`config.mk`:
```
export PLATFORM = sky130hd
export DESIGN_NAME = scpad_dram_req_gen
export DESIGN_NICKNAME = d
export VERILOG_FILES = /design/src/rtl/scpad_pkg.sv /design/src/rtl/scpad_beat_mask_gen.sv /design/src/rtl/scpad_dram_req_gen.sv
export SDC_FILE = /design/constraint.sdc
export NUM_CORES = 1
export LEC_CHECK = 0
export ABC_AREA = 1
export CAP_MARGIN = 25
export CORE_MARGIN = 3
export CORE_UTILIZATION = 33
export CTS_CLUSTER_SIZE = 20
export DETAILED_ROUTE_END_ITERATION = 12
export SYNTH_ARGS = -nofsm -noshare
export SYNTH_HDL_FRONTEND = slang
export SYNTH_HIERARCHICAL = 1
export SYNTH_SLANG_ARGS = --single-unit
```
`constraint.sdc`:
```
create_clock -name CLK -period 3.9 [get_ports CLK]
set_input_delay 0.39 -clock CLK [delete_from_list [all_inputs] [get_ports CLK]]
set_output_delay 0.39 -clock CLK [all_outputs]
set_load 0.05 [all_outputs]
```
`src/rtl/scpad_pkg.sv`:
```
// Shared types and sizes for the scratchpad DRAM
// request generator.
package scpad_pkg;

  localparam int DRAM_ADDR_WIDTH = 32;
  localparam int DRAM_ID_WIDTH   = 5;
  localparam int ROWS_WIDTH      = 6;
  localparam int BEAT_BYTES      = 8;
  localparam int ROW_BYTES       = 64;
  localparam int RB_WIDTH        = 7;
  localparam int SUB_WIDTH       = 3;

  typedef struct packed {
    logic                       write;
    logic [DRAM_ADDR_WIDTH-1:0] base_addr;
    logic [DRAM_ADDR_WIDTH-1:0] row_stride;
    logic [RB_WIDTH-1:0]        row_bytes;
    logic [ROWS_WIDTH-1:0]      rows;
    logic [DRAM_ID_WIDTH-1:0]   id;
  } scpad_txn_t;

  typedef enum logic [1:0] {
    IDLE,
    ISSUE,
    FIN
  } req_gen_state_t;

endpackage

```
`src/rtl/scpad_beat_mask_gen.sv`:
```
// Beats-per-row and last-beat byte mask from a
// row's valid byte count.
module scpad_beat_mask_gen
  import scpad_pkg::*;
(
  input  logic [RB_WIDTH-1:0]   row_bytes_i,
  output logic [SUB_WIDTH-1:0]  num_req_o,
  output logic [BEAT_BYTES-1:0] last_mask_o
);

  logic [5:0] rb_m1;
  logic [2:0] rem;

  // 64 bytes has low bits 0; minus one still yields 63
  always_comb begin
    rb_m1       = row_bytes_i[5:0] - 6'd1;
    rem         = row_bytes_i[2:0];
    num_req_o   = (row_bytes_i == '0) ? '0 : rb_m1[5:3];
    last_mask_o = {BEAT_BYTES{1'b1}};
    if (rem != 3'd0)
      last_mask_o = ~({BEAT_BYTES{1'b1}} << rem);
  end

endmodule

```
`src/rtl/scpad_dram_req_gen.sv`:
```
// Turns one scheduler transaction into a stream of
// per-beat DRAM sub-requests for the backend queue.
module scpad_dram_req_gen
  import scpad_pkg::*;
(
  input  logic                       CLK,
  input  logic                       nRST,
  input  logic                       txn_valid,
  output logic                       txn_ready,
  input  logic                       txn_write,
  input  logic [DRAM_ADDR_WIDTH-1:0] txn_base_addr,
  input  logic [DRAM_ADDR_WIDTH-1:0] txn_row_stride,
  input  logic [RB_WIDTH-1:0]        txn_row_bytes,
  input  logic [ROWS_WIDTH-1:0]      txn_rows,
  input  logic [DRAM_ID_WIDTH-1:0]   txn_id,
  input  logic                       dram_queue_full,
  input  logic                       be_stall,
  output logic                       sched_valid,
  output logic                       sched_write,
  output logic [DRAM_ADDR_WIDTH-1:0] dram_addr,
  output logic [DRAM_ID_WIDTH-1:0]   id,
  output logic [SUB_WIDTH-1:0]       sub_id,
  output logic [SUB_WIDTH-1:0]       num_request,
  output logic [BEAT_BYTES-1:0]      dram_vector_mask,
  output logic                       initial_request_done,
  output logic                       txn_done
);

  scpad_txn_t txn_in;
  req_gen_state_t state_q;

  logic                       write_q;
  logic [DRAM_ADDR_WIDTH-1:0] stride_q;
  logic [RB_WIDTH-1:0]        rb_q;
  logic [ROWS_WIDTH-1:0]      rows_q;
  logic [ROWS_WIDTH-1:0]      row_cnt_q;
  logic [DRAM_ADDR_WIDTH-1:0] row_addr_q;
  logic [DRAM_ADDR_WIDTH-1:0] addr_q;
  logic [DRAM_ADDR_WIDTH-1:0] row_addr_d;
  logic [DRAM_ID_WIDTH-1:0]   id_q;
  logic [SUB_WIDTH-1:0]       sub_q;
  logic                       first_q;
  logic                       init_done_q;

  logic [SUB_WIDTH-1:0]  nreq;
  logic [BEAT_BYTES-1:0] last_mask;
  logic                  issuing;
  logic                  beat_acc;
  logic                  last_beat;
  logic                  last_row;

  assign txn_in = '{
    write:      txn_write,
    base_addr:  txn_base_addr,
    row_stride: txn_row_stride,
    row_bytes:  txn_row_bytes,
    rows:       txn_rows,
    id:         txn_id
  };

  scpad_beat_mask_gen u_mask (
    .row_bytes_i (rb_q),
    .num_req_o   (nreq),
    .last_mask_o (last_mask)
  );

  assign issuing    = (state_q == ISSUE);
  assign beat_acc   = issuing && !dram_queue_full && !be_stall;
  assign last_beat  = (sub_q == nreq);
  assign last_row   = (row_cnt_q == rows_q - 6'd1);
  assign row_addr_d = row_addr_q + stride_q;

  always_ff @(posedge CLK) begin
    if (!nRST) begin
      state_q     <= IDLE;
      write_q     <= 1'b0;
      stride_q    <= '0;
      rb_q        <= '0;
      rows_q      <= '0;
      row_cnt_q   <= '0;
      row_addr_q  <= '0;
      addr_q      <= '0;
      id_q        <= '0;
      sub_q       <= '0;
      first_q     <= 1'b0;
      init_done_q <= 1'b0;
    end else begin
      init_done_q <= 1'b0;
      unique case (state_q)
        IDLE: begin
          if (txn_valid) begin
            write_q    <= txn_in.write;
            stride_q   <= txn_in.row_stride;
            rb_q       <= txn_in.row_bytes;
            rows_q     <= txn_in.rows;
            row_cnt_q  <= '0;
            row_addr_q <= txn_in.base_addr;
            addr_q     <= txn_in.base_addr;
            id_q       <= txn_in.id;
            sub_q      <= '0;
            first_q    <= 1'b1;
            if (txn_in.rows == '0 || txn_in.row_bytes == '0)
              state_q <= FIN;
            else
              state_q <= ISSUE;
          end
        end
        ISSUE: begin
          if (beat_acc) begin
            first_q     <= 1'b0;
            init_done_q <= first_q;
            if (!last_beat) begin
              sub_q  <= sub_q + 3'd1;
              addr_q <= addr_q + DRAM_ADDR_WIDTH'(BEAT_BYTES);
            end else begin
              sub_q      <= '0;
              row_cnt_q  <= row_cnt_q + 6'd1;
              row_addr_q <= row_addr_d;
              addr_q     <= row_addr_d;
              id_q       <= id_q + 5'd1;
              if (last_row)
                state_q <= FIN;
            end
          end
        end
        FIN: state_q <= IDLE;
        default: state_q <= IDLE;
      endcase
    end
  end

  assign txn_ready            = (state_q == IDLE);
  assign txn_done             = (state_q == FIN);
  assign sched_valid          = issuing;
  assign sched_write          = write_q;
  assign dram_addr            = addr_q;
  assign id                   = id_q;
  assign sub_id               = sub_q;
  assign initial_request_done = init_done_q;
  assign num_request          = issuing ? nreq : '0;
  assign dram_vector_mask     =
    !issuing  ? '0 :
    last_beat ? last_mask : {BEAT_BYTES{1'b1}};

endmodule

```
Word level (Yosys, flattened, before mapping)
Index checks and enable logic that the tools add are counted.
Operators by class
  reductions and logical operators: 16
  muxes and demuxes: 33
  shift-type cells: 1
  equality and inequality tests: 8
  bitwise gates (word level): 1
  $add $sub $neg: 7
Operators by type and width (number)
  32-bit 2-to-1 mux: 5
  32-bit case mux with 2 select lines: 2
  32-bit adder: 1
  32-bit by 4-bit adder with 32-bit output (second input constant): 1
  8-bit 2-to-1 mux: 3
  6-bit 2-to-1 mux: 3
  3-bit 2-to-1 mux: 5
  5-bit 2-to-1 mux: 3
  7-bit logical NOT: 2
  6-bit case mux with 2 select lines: 1
  6-bit by 1-bit subtractor with 6-bit output (second input constant): 2
  2-bit 2-to-1 mux: 5
  5-bit case mux with 2 select lines: 1
  8-bit NOT: 1
  4-bit AND reduction: 2
  8-bit by 3-bit left shift with 8-bit output (first input constant): 1
  6-bit by 1-bit adder with 6-bit output (second input constant): 1
  6-bit == test: 1
  6-bit logical NOT: 1
  2-bit by 1-bit != test with 1-bit output (second input constant): 3
  3-bit case mux with 2 select lines: 1
  3-bit AND reduction: 2
  5-bit by 1-bit adder with 5-bit output (second input constant): 1
  2-bit case mux with 2 select lines: 1
  14 further kinds: 17
Word-level totals
  input port bits: 88
  word-level logic and storage cells: 78
  register bits after elaboration: 128
  output and inout bits: 56

Logic depth before layout (Yosys ltp)
Gate-level depths: netlist of run 1.
  word-level depth: 6
  mapped depth: 14
  depth with buffers taken out: 14

Modules after synthesis
Netlist of run 1, hierarchy kept.
By module, submodules not included
  scpad_dram_req_gen: area an instance 8620.8 µm², times used 1, sequential area each 2562.5 µm², cells an instance 1381
  scpad_beat_mask_gen: area an instance 171.4 µm², times used 1, sequential area each 0.0 µm², cells an instance 35

Least setup slack after synthesis of run 1
No wires, ideal clock.
  path type: reg2reg
  start point: register addr_q[3] (netlist: dram_addr[3])
  end point: register addr_q[21] (netlist: dram_addr[21])
  path buffers: 0
  period minus slack after synthesis: 2214 ps
  slack: 1686 ps
  library setup time: 122 ps
  required time: 3778 ps
  data arrival time: 2092 ps
  cell stages (with the launch flop): 13
  cell sequence: dfxtp_1 ha_1 nand3_2 nor2_4 nand2_1 nor2_1 nand4_1 nor2_1 nand2_1 nand3_1 nand2_1 nand2_1 a21oi_2
Between the ends
  cells in the longest elaborated chain, start to end: 4
RTL lines
  start, declared: line scpad_dram_req_gen.sv:38  | logic [DRAM_ADDR_WIDTH-1:0] addr_q;
  start signal, assigned: line scpad_dram_req_gen.sv:98  | addr_q <= txn_in.base_addr;
  start signal, assigned: line scpad_dram_req_gen.sv:114  | addr_q <= addr_q + DRAM_ADDR_WIDTH'(BEAT_BYTES);
  start signal, assigned: line scpad_dram_req_gen.sv:119  | addr_q <= row_addr_d;
  32-bit by 4-bit adder with 32-bit output: line scpad_dram_req_gen.sv:114
  32-bit 2-to-1 mux: line scpad_dram_req_gen.sv:112  | if (!last_beat) begin
  32-bit 2-to-1 mux: line scpad_dram_req_gen.sv:109  | if (beat_acc) begin
  32-bit case mux with 2 select lines: line scpad_dram_req_gen.sv:89  | unique case (state_q)
No other way between the ends. The select of a mux whose other input is x is not followed.
A chain may end at the register's enable or synchronous reset.

Worst setup path in the final report of run 1
  start point: register rb_q[2]
  end point: output port dram_vector_mask[7]
Between the ends
  cells in the longest elaborated chain, start to end: 5
  elaborated cells on any way between the ends: 10
  those cells by class: 1 x add/sub; 1 x eq/ne; 1 x shift; 4 x mux; 1 x bitwise; 2 x reduce/logical
RTL lines
  start, declared: line scpad_dram_req_gen.sv:34  | logic [RB_WIDTH-1:0] rb_q;
  start signal, assigned: line scpad_dram_req_gen.sv:94  | rb_q <= txn_in.row_bytes;
  6-bit by 1-bit subtractor with 6-bit output or 7-bit logical NOT (tied branches): line scpad_beat_mask_gen.sv:16, scpad_beat_mask_gen.sv:18
  3-bit 2-to-1 mux (*): line scpad_beat_mask_gen.sv:18  | num_req_o = (row_bytes_i == '0) ? '0 : rb_m1[5:3];
  via nreq[1]: line scpad_dram_req_gen.sv:45  | logic [SUB_WIDTH-1:0] nreq;
  3-bit == test (*): line scpad_dram_req_gen.sv:69  | assign last_beat = (sub_q == nreq);
  8-bit 2-to-1 mux (*): line scpad_dram_req_gen.sv:143  | last_beat ? last_mask : {BEAT_BYTES{1'b1}};
  8-bit 2-to-1 mux (*): line scpad_dram_req_gen.sv:142  | !issuing ? '0 :
  end, declared: line scpad_dram_req_gen.sv:24  | output logic [BEAT_BYTES-1:0] dram_vector_mask,
The timed path passes the listed nets; every way through them passes the cells marked *.

==> reports/qor.yml, run 1 <==
die:
  row_count: 59
  dieHeight_um: 169
  start_util: 0.336
  fp.dieW_um: 169
  die_area_sq_um: 28600
  ios: 144
  design.core.area_sq_um: 26100
critical_path:
  cp-end-kind: "output pin"
  cp_cell_sequence: "nor2_2 -> nand3_2 -> o21ai_0 -> xnor2_1 -> nand3_1 -> nand2_2 -> nand2_1 -> clkdlybuf4s50_1"
  max_stage_delay_ns: 0.81
  path_class: "flip-flop to output pin"
  critPathMaxFanout: 16
  required_ns: 3.51
  crit_path_start_kind: "flip-flop"
  cp_slowest_cell: "clkdlybuf4s50_1"
  arrival_ns: 2.76
detailed_routing:
  wl_per_cell_um: 16.1
  drt_wl_total_um: 30200
  dr_total_vias: 9493
  drtIter0Drc: 770
  vias_per_cell: 5.06
  drc: 0
  dr.pass1.iters: 5
  ant_nets: 0
flow_run:
  cap_violations: 0
global_route:
  grt_pass1_vias: 8900
  grt_pass1_wl_um: 47500
  grt_max_degree: 72
  grt-ovfl-total: 0
  grt.total_usage: 0.208
  antenna_found_initial: 1
clocking:
  root_buffer: "clkbuf_16"
  clock_latency_ns: 0.42
  h-tree-depth: 4
  tritoncts: "done"
  cts_setup_buffers: 0
  clk_path_buf_depth: 2
  clock-sinks: 128
  cts-resized-gates: 0
  cts_buffers: 17
  holdBufCountCts: 0
  cts.clk_slew.worst_paths_ns: 0.06
synthesis:
  ys.flop_type: "dfxtp_1"
  syn_nets: 1543
  muxShareOfSynthArea: 0
  ys_ff_latch: 128
  yosys.area.top_type: "dfxtp_1"
  synth_top_area_frac: 0.291
  yosys.area_share.simple: 0.341
  ys_top_cells_by_area: "dfxtp_1, nand2_1, nor2_1, o21ai_0, inv_1"
  yosys.cell_count.top_type: "nand2_1"
  ys_seq_area_frac: 0.291
  synth_edf_count: 0
  avgSynthCellArea_sq_um: 6.21
  synth_cells: 1416
  async_flop_share: 0
  synth_top_family_by_area: "simple AND/OR/NAND/NOR gates"
  synth_area_sq_um: 8790
  synth_compound_area_frac: 0.179
  synth_cell_types: 44
  yosys_warnings: 6
  synth_common_cells: "nand2_1, nor2_1, inv_1, o21ai_0, dfxtp_1"
  synthAdderAreaFrac: 0.0564
  synthXorXnorAreaFrac: 0.0349
finish:
  nets: 1656
  n_antenna_cell: 0
  drive_above_1_share: 0.0512
  area_delta_synth_final_pct: 26.3
  final_cells: 1877
  final_util: 0.425
timing:
  period_share: 0.808
  holdWs_ns: 0.458
  fmax_mhz: 317
  relSlewSlack: 0.435
  final_hold_viol_count: 0
  grt_setup_unrepaired: "false"
  fin_worst_skew_ns: 0.00877
  drv_slew: 0
  tightest_slew_ns: 0.848
  setup_viol: 0
  timing.setup.tns_ns: 0
  period_needed_ns: 3.15
power_and_ir_drop:
  p_int_mw: 3.38
  p_seq_frac: 0.301
  combPwrFrac: 0.390
  total_power_mw: 5.70
  p_per_area_nw_per_um2: 514
  p_sw_frac: 0.407
  cellLeakagePower_nw: 4.99
  p_switching_mw: 2.32
  vdd_drop_max_v: 0.000298
  p_clk_frac: 0.309
min_path:
  min_path_type: "flip-flop to flip-flop"
status:
  outcome: "completed"
placement:
  globalplace.congestion: 0.915
  portBuffers: 143
  hpwl_um: 23100
  dp_cells: 1845
==> sequential cells by signal (all words and copies together) (netlist names) <==
signal,flops
row_addr_q,32
first_q,1
rb_q,7
dram_addr,32
sub_id,3
stride_q,32
row_cnt_q,6
rows_q,6
id,5
initial_request_done,1
state_q,2
sched_write,1
==> power groups by stage <==
stage          Combinational [mW]  Sequential, mW  Clock, mW
6_report                     2.22            1.71       1.76
3_3_place_gp                 2.20            1.74          0
4_1_cts                      2.23            1.71       1.79
2_1_floorplan                1.35            1.87          0
3_5_place_dp                 2.22            1.74          0
5_1_grt                      2.46            1.74       1.84
==> layout make-up <==
| cell class | count | area, sq um |
|---|---|---|
| inverters | 165 | 619 |
| clock buffers | 23 | 488 |
| flip-flops and latches | 128 | 2560 |
| well taps | 335 | 419 |
| multi-input cells | 1067 | 5380 |
| repair buffers | 150 | 1480 |
| clock inverters | 9 | 154 |
| fillers | 2855 | 15000 |
==> layer usage <==
metal	vias up	GRT usage	share of wire
met5	-	0	0.00040
met4	2	0.0615	0.024
met3	43	0.0380	0.059
met2	299	0.347	0.46
met1	4297	0.275	0.45
li1	4852	-	-
==> through the flow <==
step                setup WS, ns  cell area, sq um
global placement            1.24             10500
global route               0.507             11100
CTS                        0.709             11100
floorplan                   1.69              8790
finish                     0.748             11100
detailed placement          1.13             10500
==> cell usage in the layout (no fill, tap or decap), types with 6 or more instances in the layout <==
cell,instances
a21oi_1,117
a31oi_1,21
buf_4,9
clkbuf_16,17
clkdlybuf4s50_1,139
dfxtp_1,128
ha_1,38
inv_1,159
inv_2,6
nand2_1,335
nand2_2,8
nand3_1,83
nand4_1,18
nor2_1,186
nor2_2,6
nor2_4,7
nor3_1,25
nor4_1,6
o21ai_0,131
o21bai_1,6
xnor2_1,18
xor2_1,17
==> logic make-up after synthesis <==
logic type / count (synthesis)
AO/OA/AOI/OAI: 296
flip-flops: 128
XOR/XNOR: 35
buffers and inverters: 221
adder cells (fa/ha/maj): 39
AND/OR/NAND/NOR: 696
other: 1
==> worst paths after layout <==
check / from / end / slack, ns / cells after the start
worst max-delay path: rb_q[2] / dram_vector_mask[7] / 0.75 / 8
worst min-delay path: first_q / initial_request_done / 0.46 / 2
worst max register to register: rb_q[2] / row_addr_q[1] / 1.11 / 10
worst min register to register: first_q / initial_request_done / 0.46 / 2
==> worst max-delay path: cells and delay by family (launching register included) <==
family,cells,cell delay (ns)
xor gates and xnor gates,1,0.11
AOI/OAI and AO/OA,1,0.28
buffers and inverters,1,0.81
DFF,1,0.34
and+or+nand+nor,5,0.80
Note: power is estimated with default switching activity, not from simulation.
==> run 2, diff against run 1 <==
==> constraint.sdc (replaced) <==
create_clock -name CLK -period 2.85 [get_ports CLK]
set_input_delay 0.285 -clock CLK [delete_from_list [all_inputs] [get_ports CLK]]
set_output_delay 0.285 -clock CLK [all_outputs]
set_load 0.05 [all_outputs]
==> run 2 against run 1 <==
Effect of this change: setup slack got worse by 0.54 ns; largest cell class unchanged; clock power up 42%; clock skew is essentially flat; sequential share of layout area is 0.42 points lower; critical path type unchanged; flip-flop and latch count stayed put; largest power group unchanged; die area is the same; utilization rose by 0.79 points.
==> reports/qor.yml, run 2 (synthesis results as in run 1) <==
status:
  outcome: "completed"
power_and_ir_drop:
  vdd_drop_max_v: 0.000422  # +41%
  p_per_area_nw_per_um2: 713  # +39%
  cellLeakagePower_nw: 5.10  # +2.2%
die:
  ios: 144  # unchanged
  start_util: 0.336  # unchanged
  fp.dieW_um: 169  # unchanged
  dieHeight_um: 169  # unchanged
  row_count: 59  # unchanged
  design.core.area_sq_um: 26100  # unchanged
  die_area_sq_um: 28600  # unchanged
global_route:
  met3_usage: 0.0473  # +0.00932
  antenna_found_initial: 0  # -1
  grt-ovfl-total: 0  # unchanged
  top_usage_layer: "met2"
  grt_pass1_wl_um: 47300  # -0.35%
  gr-usage-met1: 0.268  # -0.00724
  use_met2: 0.333  # -0.0138
  grt_max_degree: 112  # +56%
  grt.total_usage: 0.208  # about the same
  grt_pass1_vias: 9006  # +1.2%
finish:
  final_util: 0.433  # +0.00790
  drive_above_1_share: 0.0614  # +0.0101
  n_antenna_cell: 0  # unchanged
  layout_commonest_cell: "nand2_1"
  final_cells: 1883  # +0.32%
  final_cell_mix: "nand2_1, nor2_1, inv_1, o21ai_0, clkdlybuf4s50_1"
  nets: 1662  # +0.36%
  area_delta_synth_final_pct: 28.6
flow_run:
  cap_violations: 0  # unchanged
clocking:
  root_buffer: "clkbuf_16"
  holdBufCountCts: 0  # unchanged
  cts_setup_buffers: 0  # unchanged
  clk_path_buf_depth: 2  # unchanged
  h-tree-depth: 4  # unchanged
  tritoncts: "done"
  cts_buffers: 17  # unchanged
  cts.clk_slew.worst_paths_ns: 0.06  # about the same
  cts-resized-gates: 0  # unchanged
  clock_latency_ns: 0.43  # about the same
  clock-sinks: 128  # unchanged
detailed_routing:
  vias_per_cell: 5.03  # -0.61%
  drc: 0  # unchanged
  drtIter0Drc: 735  # -4.5%
  dr.pass1.iters: 5  # unchanged
  dr_total_vias: 9465  # -0.29%
  drt_wl_total_um: 30200  # -0.12%
  ant_nets: 0  # unchanged
  wl_per_cell_um: 16.0  # -0.43%
placement:
  globalplace.congestion: 0.948  # +3.6%
  portBuffers: 143  # unchanged
  hpwl_um: 23000  # -0.11%
  dp_cells: 1851  # +0.33%
timing:
  setup_viol: 0  # unchanged
  timing.setup.tns_ns: 0  # unchanged
  drv_slew: 0  # unchanged
  fmax_mhz: 379
  fin_worst_skew_ns: 0.00875  # -0.0000141 ns
  period_needed_ns: 2.64
  relSlewSlack: 0.509  # +0.0744
  period_share: 0.926
  tightest_slew_ns: 0.735  # -0.112 ns
  grt_setup_unrepaired: "false"
  final_hold_viol_count: 0  # unchanged
critical_path:
  cp-end-kind: "output pin"
  required_ns: 2.57  # -0.94 ns
  crit_path_start_kind: "flip-flop"
  arrival_ns: 2.35  # -0.41 ns
  critPathMaxFanout: 15  # -1
  path_class: "flip-flop to output pin"
min_path:
  min_path_type: "primary input to flip-flop"
-- run 2: area by class of cell --
type,count,area [sq um]
clock buffers,22,484
fillers,2771,14800
inverters,165,619
repair buffers,156,1670
multi-input cells,1067,5380
flip-flops and latches,128,2560
well taps,335,419
clock inverters,10,179
-- run 2: critical path: stages (launching register included) --
cell     delay (ns)
dfxtp_1        0.35
nor2_2         0.22
nand3_2        0.10
o21ai_0        0.27
xnor2_1        0.16
nand3_1        0.16
nand2_2        0.10
buf_4          0.23
nand2_1        0.16
buf_12         0.18
-- run 2: per-layer routing --
layer | share of wire | routed length (um)
met4 | 0.042 | 1280
met3 | 0.062 | 1880
met5 | 0 | 0
met1 | 0.46 | 13800
met2 | 0.44 | 13300
-- run 2: through the flow --
stage,area (sq um),hold slack (ns),setup WS [ns],total power [mW]
3_5_place_dp,10600,0.459,0.474,5.59
6_report,11300,0.410,0.212,8.06
5_1_grt,11300,0.447,0.0699,8.52
2_1_floorplan,8790,0.425,0.636,4.41
4_1_cts,11300,0.408,0.198,8.10
3_3_place_gp,10600,0.461,0.577,5.56
-- run 2: worst paths after layout --
path                                    from                   to  slack [ns]  depth (start not counted)
worst max-delay path                 rb_q[2]  dram_vector_mask[1]        0.21                          9
worst min register to register  dram_addr[2]         dram_addr[2]        0.47                          2
worst min-delay path                    nRST          stride_q[4]        0.41                          4
worst max register to register       rb_q[2]        dram_addr[18]        0.45                         12
-- run 2: where the power goes --
group | internal, mW | switching (mW)
sequential | 2.06 | 0.286
combinational | 1.14 | 2.08
clock | 1.64 | 0.858
==> RTL change 1, RTL diff (settings of run 2) <==
Change the package constant `BEAT_BYTES` from 8 to 16.
--- a/src/rtl/scpad_pkg.sv
+++ b/src/rtl/scpad_pkg.sv
@@ -6,5 +6,5 @@
   localparam int DRAM_ID_WIDTH   = 5;
   localparam int ROWS_WIDTH      = 6;
-  localparam int BEAT_BYTES      = 8;
+  localparam int BEAT_BYTES      = 16;
   localparam int ROW_BYTES       = 64;
   localparam int RB_WIDTH        = 7;
Ports: changed (resized dram_vector_mask); port bits go from 144 to 152. The function was not compared with the original's and may differ.
==> RTL change 1 against run 2 <==
- count of clock-buffer cells in the layout decreased by 4
- routed wire length increased by 2.7%
- die area increased by 1.8%
- synthesized area increased by 1.8%
- final area increased by 2.4%
- non-clock buffer count increased by 7
- sequential cell count unchanged
- power increased by 6.3%
- first-iteration DRC count decreased by 18%
- worst setup slack improved by 34 ps
- register-to-register slack about the same
- largest power group unchanged
==> RTL change 1: results <==
set metrics [dict create \
    status "finished, final reports clean" \
    wl_met3_mm 1.81 \
    drtIter0Drc 606 \
    wl_met1_mm 13.6 \
    dr_total_vias 9581 \
    r2r-end "dram_addr[26]" \
    min_to "state_q[1]" \
    yosys.area_share.adder 0.0553 \
    gp_congestion 0.914 \
    grt_use_met2 0.363 \
    hpwl_mm 23.7 \
    synth-compound-area-share 0.163 \
    path_max_fanout 21 \
    yosys-top-cells-area "dfxtp_1, nand2_1, nor2_1" \
    ys_seq_area_frac 0.286 \
    slowest_delay_ps 450 \
    synthTopCellsByCount "nand2_1, nor2_1, inv_1" \
    routed.top_layer "met5" \
    max_slew_margin 0.496 \
    drive_gt1_frac 0.0614 \
    grt_use_met3 0.0400 \
    syn_nets 1592 \
    ir_worst_vdd_mv 0.427 \
    holdWs_ps 384 \
    portBuffers 151 \
    synth_xor_area_frac 0.0362 \
    place_area_sq_um 10900 \
    final_nets 1710 \
    worstSetupEndpoint "dram_vector_mask[11]" \
    leakage_nw 5.33 \
]
[RTL change 1: cell types whose count changed after synthesis, moves of 8 or more]
| cell | delta |
|---|---|
| o21ai_0 | -13 |
| buf_4 | +9 |
| a31oi_1 | -8 |
| nand2_1 | +60 |
| o21ai_1 | +10 |
| inv_1 | +10 |
[RTL change 1: power breakdown]
part	leakage, nW	internal (mW)	switching (mW)
Clock	0.324	1.59	0.909
Combinational	3.95	1.32	2.38
Sequential	1.06	2.07	0.299
[RTL change 1: through the flow]
step	cells	setup WS [ps]
final	1931	246
after CTS	1931	219
after global routing	1931	52.4
after floorplan	1465	642
after detailed placement	1899	508
after global placement	1899	557
[RTL change 1: layout make-up]
cell class | count | area [sq um] | area share
well taps | 335 | 419 | 0.0362
flip-flops and latches | 128 | 2560 | 0.221
repair buffers | 163 | 1850 | 0.159
inverters | 176 | 661 | 0.0571
multi-input cells | 1097 | 5420 | 0.468
clock inverters | 14 | 226 | 0.0196
clock buffers | 18 | 439 | 0.0379
==> RTL change 2, RTL diff (settings of run 2) <==
Without the edit above. The 3 states of `req_gen_state_t` get a one-hot encoding in 3 bits.
--- a/src/rtl/scpad_pkg.sv
+++ b/src/rtl/scpad_pkg.sv
@@ -20,8 +20,8 @@
   } scpad_txn_t;
 
-  typedef enum logic [1:0] {
-    IDLE,
-    ISSUE,
-    FIN
+  typedef enum logic [2:0] {
+    IDLE  = 3'b001,
+    ISSUE = 3'b010,
+    FIN   = 3'b100
   } req_gen_state_t;
 
Check against the original RTL: same outputs for any inputs over 4 cycles, from zero or initial values and one cycle with nRST low; so few cycles prove little.
==> RTL change 2 against run 2 <==
- clock skew up 1.6 ps
- worst setup slack improved by 47 ps
- sequential cell count up 1
- critical path depth rose by 1
- final area shrank 0.76%
- synthesized area grew 0.71%
- power down 14%
- die area rose by 0.69%
- register-to-register slack got worse by 190 ps
- core utilization is 0.45 points lower
- routed wire length is 1.9% higher
- count of clock-buffer cells in the layout fell by 5
==> RTL change 2: results <==
set metrics [dict create \
    pre_cts_slack_ps 278 \
    root_buffer "clkbuf_16" \
    synthTopCellsByCount "nand2_1, nor2_1, inv_1" \
    ir_worst_vdd_mv 0.388 \
    post_cts_buffers 0 \
    min_to "state_q[0]" \
    grt_usage 0.211 \
    drt_wl_total_mm 30.7 \
    clockBufferDepth 2 \
    worstSetupStartpoint "rb_q[2]" \
    syn_nets 1569 \
    ys_seq_area_frac 0.292 \
    grt_start_max_net_pins 48 \
    fill_cells 2774 \
    synth_async_sr_flop_share 0 \
    cts_buffers 17 \
    hpwl_mm 23.8 \
    drtIter0Drc 816 \
    clk_latency_ps 430 \
    cp.required_ps 3210 \
    drive_gt1_frac 0.0602 \
    final_nets 1692 \
    path_max_fanout 24 \
    antenna_found_initial 0 \
    clkTransAtPathRegs_ps 70 \
    slowest_delay_ps 510 \
    hold_class "primary input to flip-flop" \
    via_per_inst 5.05 \
    gp_congestion 0.917 \
    htree_levels 4 \
    grt_pass1_wl_mm 48.1 \
    max_slew_margin 0.575 \
    yosys-top-cells-area "dfxtp_1, nand2_1, nor2_1" \
    reg2reg_depth 10 \
    n_antenna_cell 0 \
    leakage_nw 5.06 \
    r2r-end "dram_addr[12]" \
    drt_pass1_iterations 6 \
    grt_pass1_vias 9155 \
    hold_start "nRST" \
    synth-warning-count 6 \
    clock_skew_ps 10.4 \
    reg2reg_setup_slack_ps 260 \
    cts_resized 0 \
    place_area_sq_um 10600 \
    portBuffers 143 \
    worst_path_max_delay_cell "inv_1" \
    min_path_cells 2 \
    ys.flop_type "dfxtp_1" \
    status "finished, final reports clean" \
    holdWs_ps 342 \
    synth_cell_types 47 \
]
==> RTL change 2: worst max-delay path: cells and delay by family (launching register included) <==
family,cells,cell delay (ps)
AO/OA/AOI/OAI,4,810
AND/OR/NAND/NOR,3,420
XOR/XNOR,1,170
buffers and inverters,2,760
flip-flops,1,350
==> RTL change 2: logic make-up (layout without fill, tap and decap cells) <==
logic type,after synthesis,after routing,share of synthesized area
adder cells (fa/ha/maj),39,39,0.0560
XOR/XNOR,33,33,0.0326
AND/OR/NAND/NOR,744,744,0.355
other,1,1,0.000424
buffers and inverters,212,348,0.0938
AO/OA/AOI/OAI,284,284,0.171
flip-flops,129,129,0.292
==> RTL change 2: through the flow <==
| step | total power, mW | instances |
|---|---|---|
| 3_5_place_dp | 4.72 | 1881 |
| 4_1_cts | 7.00 | 1913 |
| 3_3_place_gp | 4.71 | 1881 |
| 5_1_grt | 7.36 | 1913 |
| 6_report | 6.96 | 1913 |
| 2_1_floorplan | 3.90 | 1442 |
==> RTL change 2: final cells by class <==
type,count,area (sq um),area share
clock buffers,17,425,0.0379
clock inverters,15,175,0.0156
inverters,157,593,0.0528
multi-input cells,1101,5450,0.485
flip-flops and latches,129,2580,0.230
well taps,335,419,0.0373
repair buffers,159,1580,0.141
==> RTL change 2: report_power, final <==
| part | switching (mW) | internal [mW] | total [mW] |
|---|---|---|---|
| logic | 1.58 | 0.837 | 2.42 |
| clock network | 0.943 | 1.32 | 2.26 |
| registers | 0.248 | 2.03 | 2.28 |
==> RTL change 2: per-layer routing <==
| layer | routed length [um] | track usage | vias to the layer above |
|---|---|---|---|
| li1 | - | - | 4927 |
| met1 | 13500 | 0.270 | 4373 |
| met2 | 14200 | 0.354 | 315 |
| met3 | 2110 | 0.0436 | 51 |
| met4 | 885 | 0.0686 | 0 |
| met5 | 0 | 0 | - |
==> RTL change 2: worst max path at each step <==
stage               cells after the start  slack (ps)                   to
floorplan                               7         540  dram_vector_mask[0]
global placement                       13         350         row_cnt_q[5]
detailed placement                     13         280         row_cnt_q[5]
CTS                                    13         260         row_cnt_q[5]
global route                           13          30         row_cnt_q[5]
finish                                 10         260        dram_addr[12]
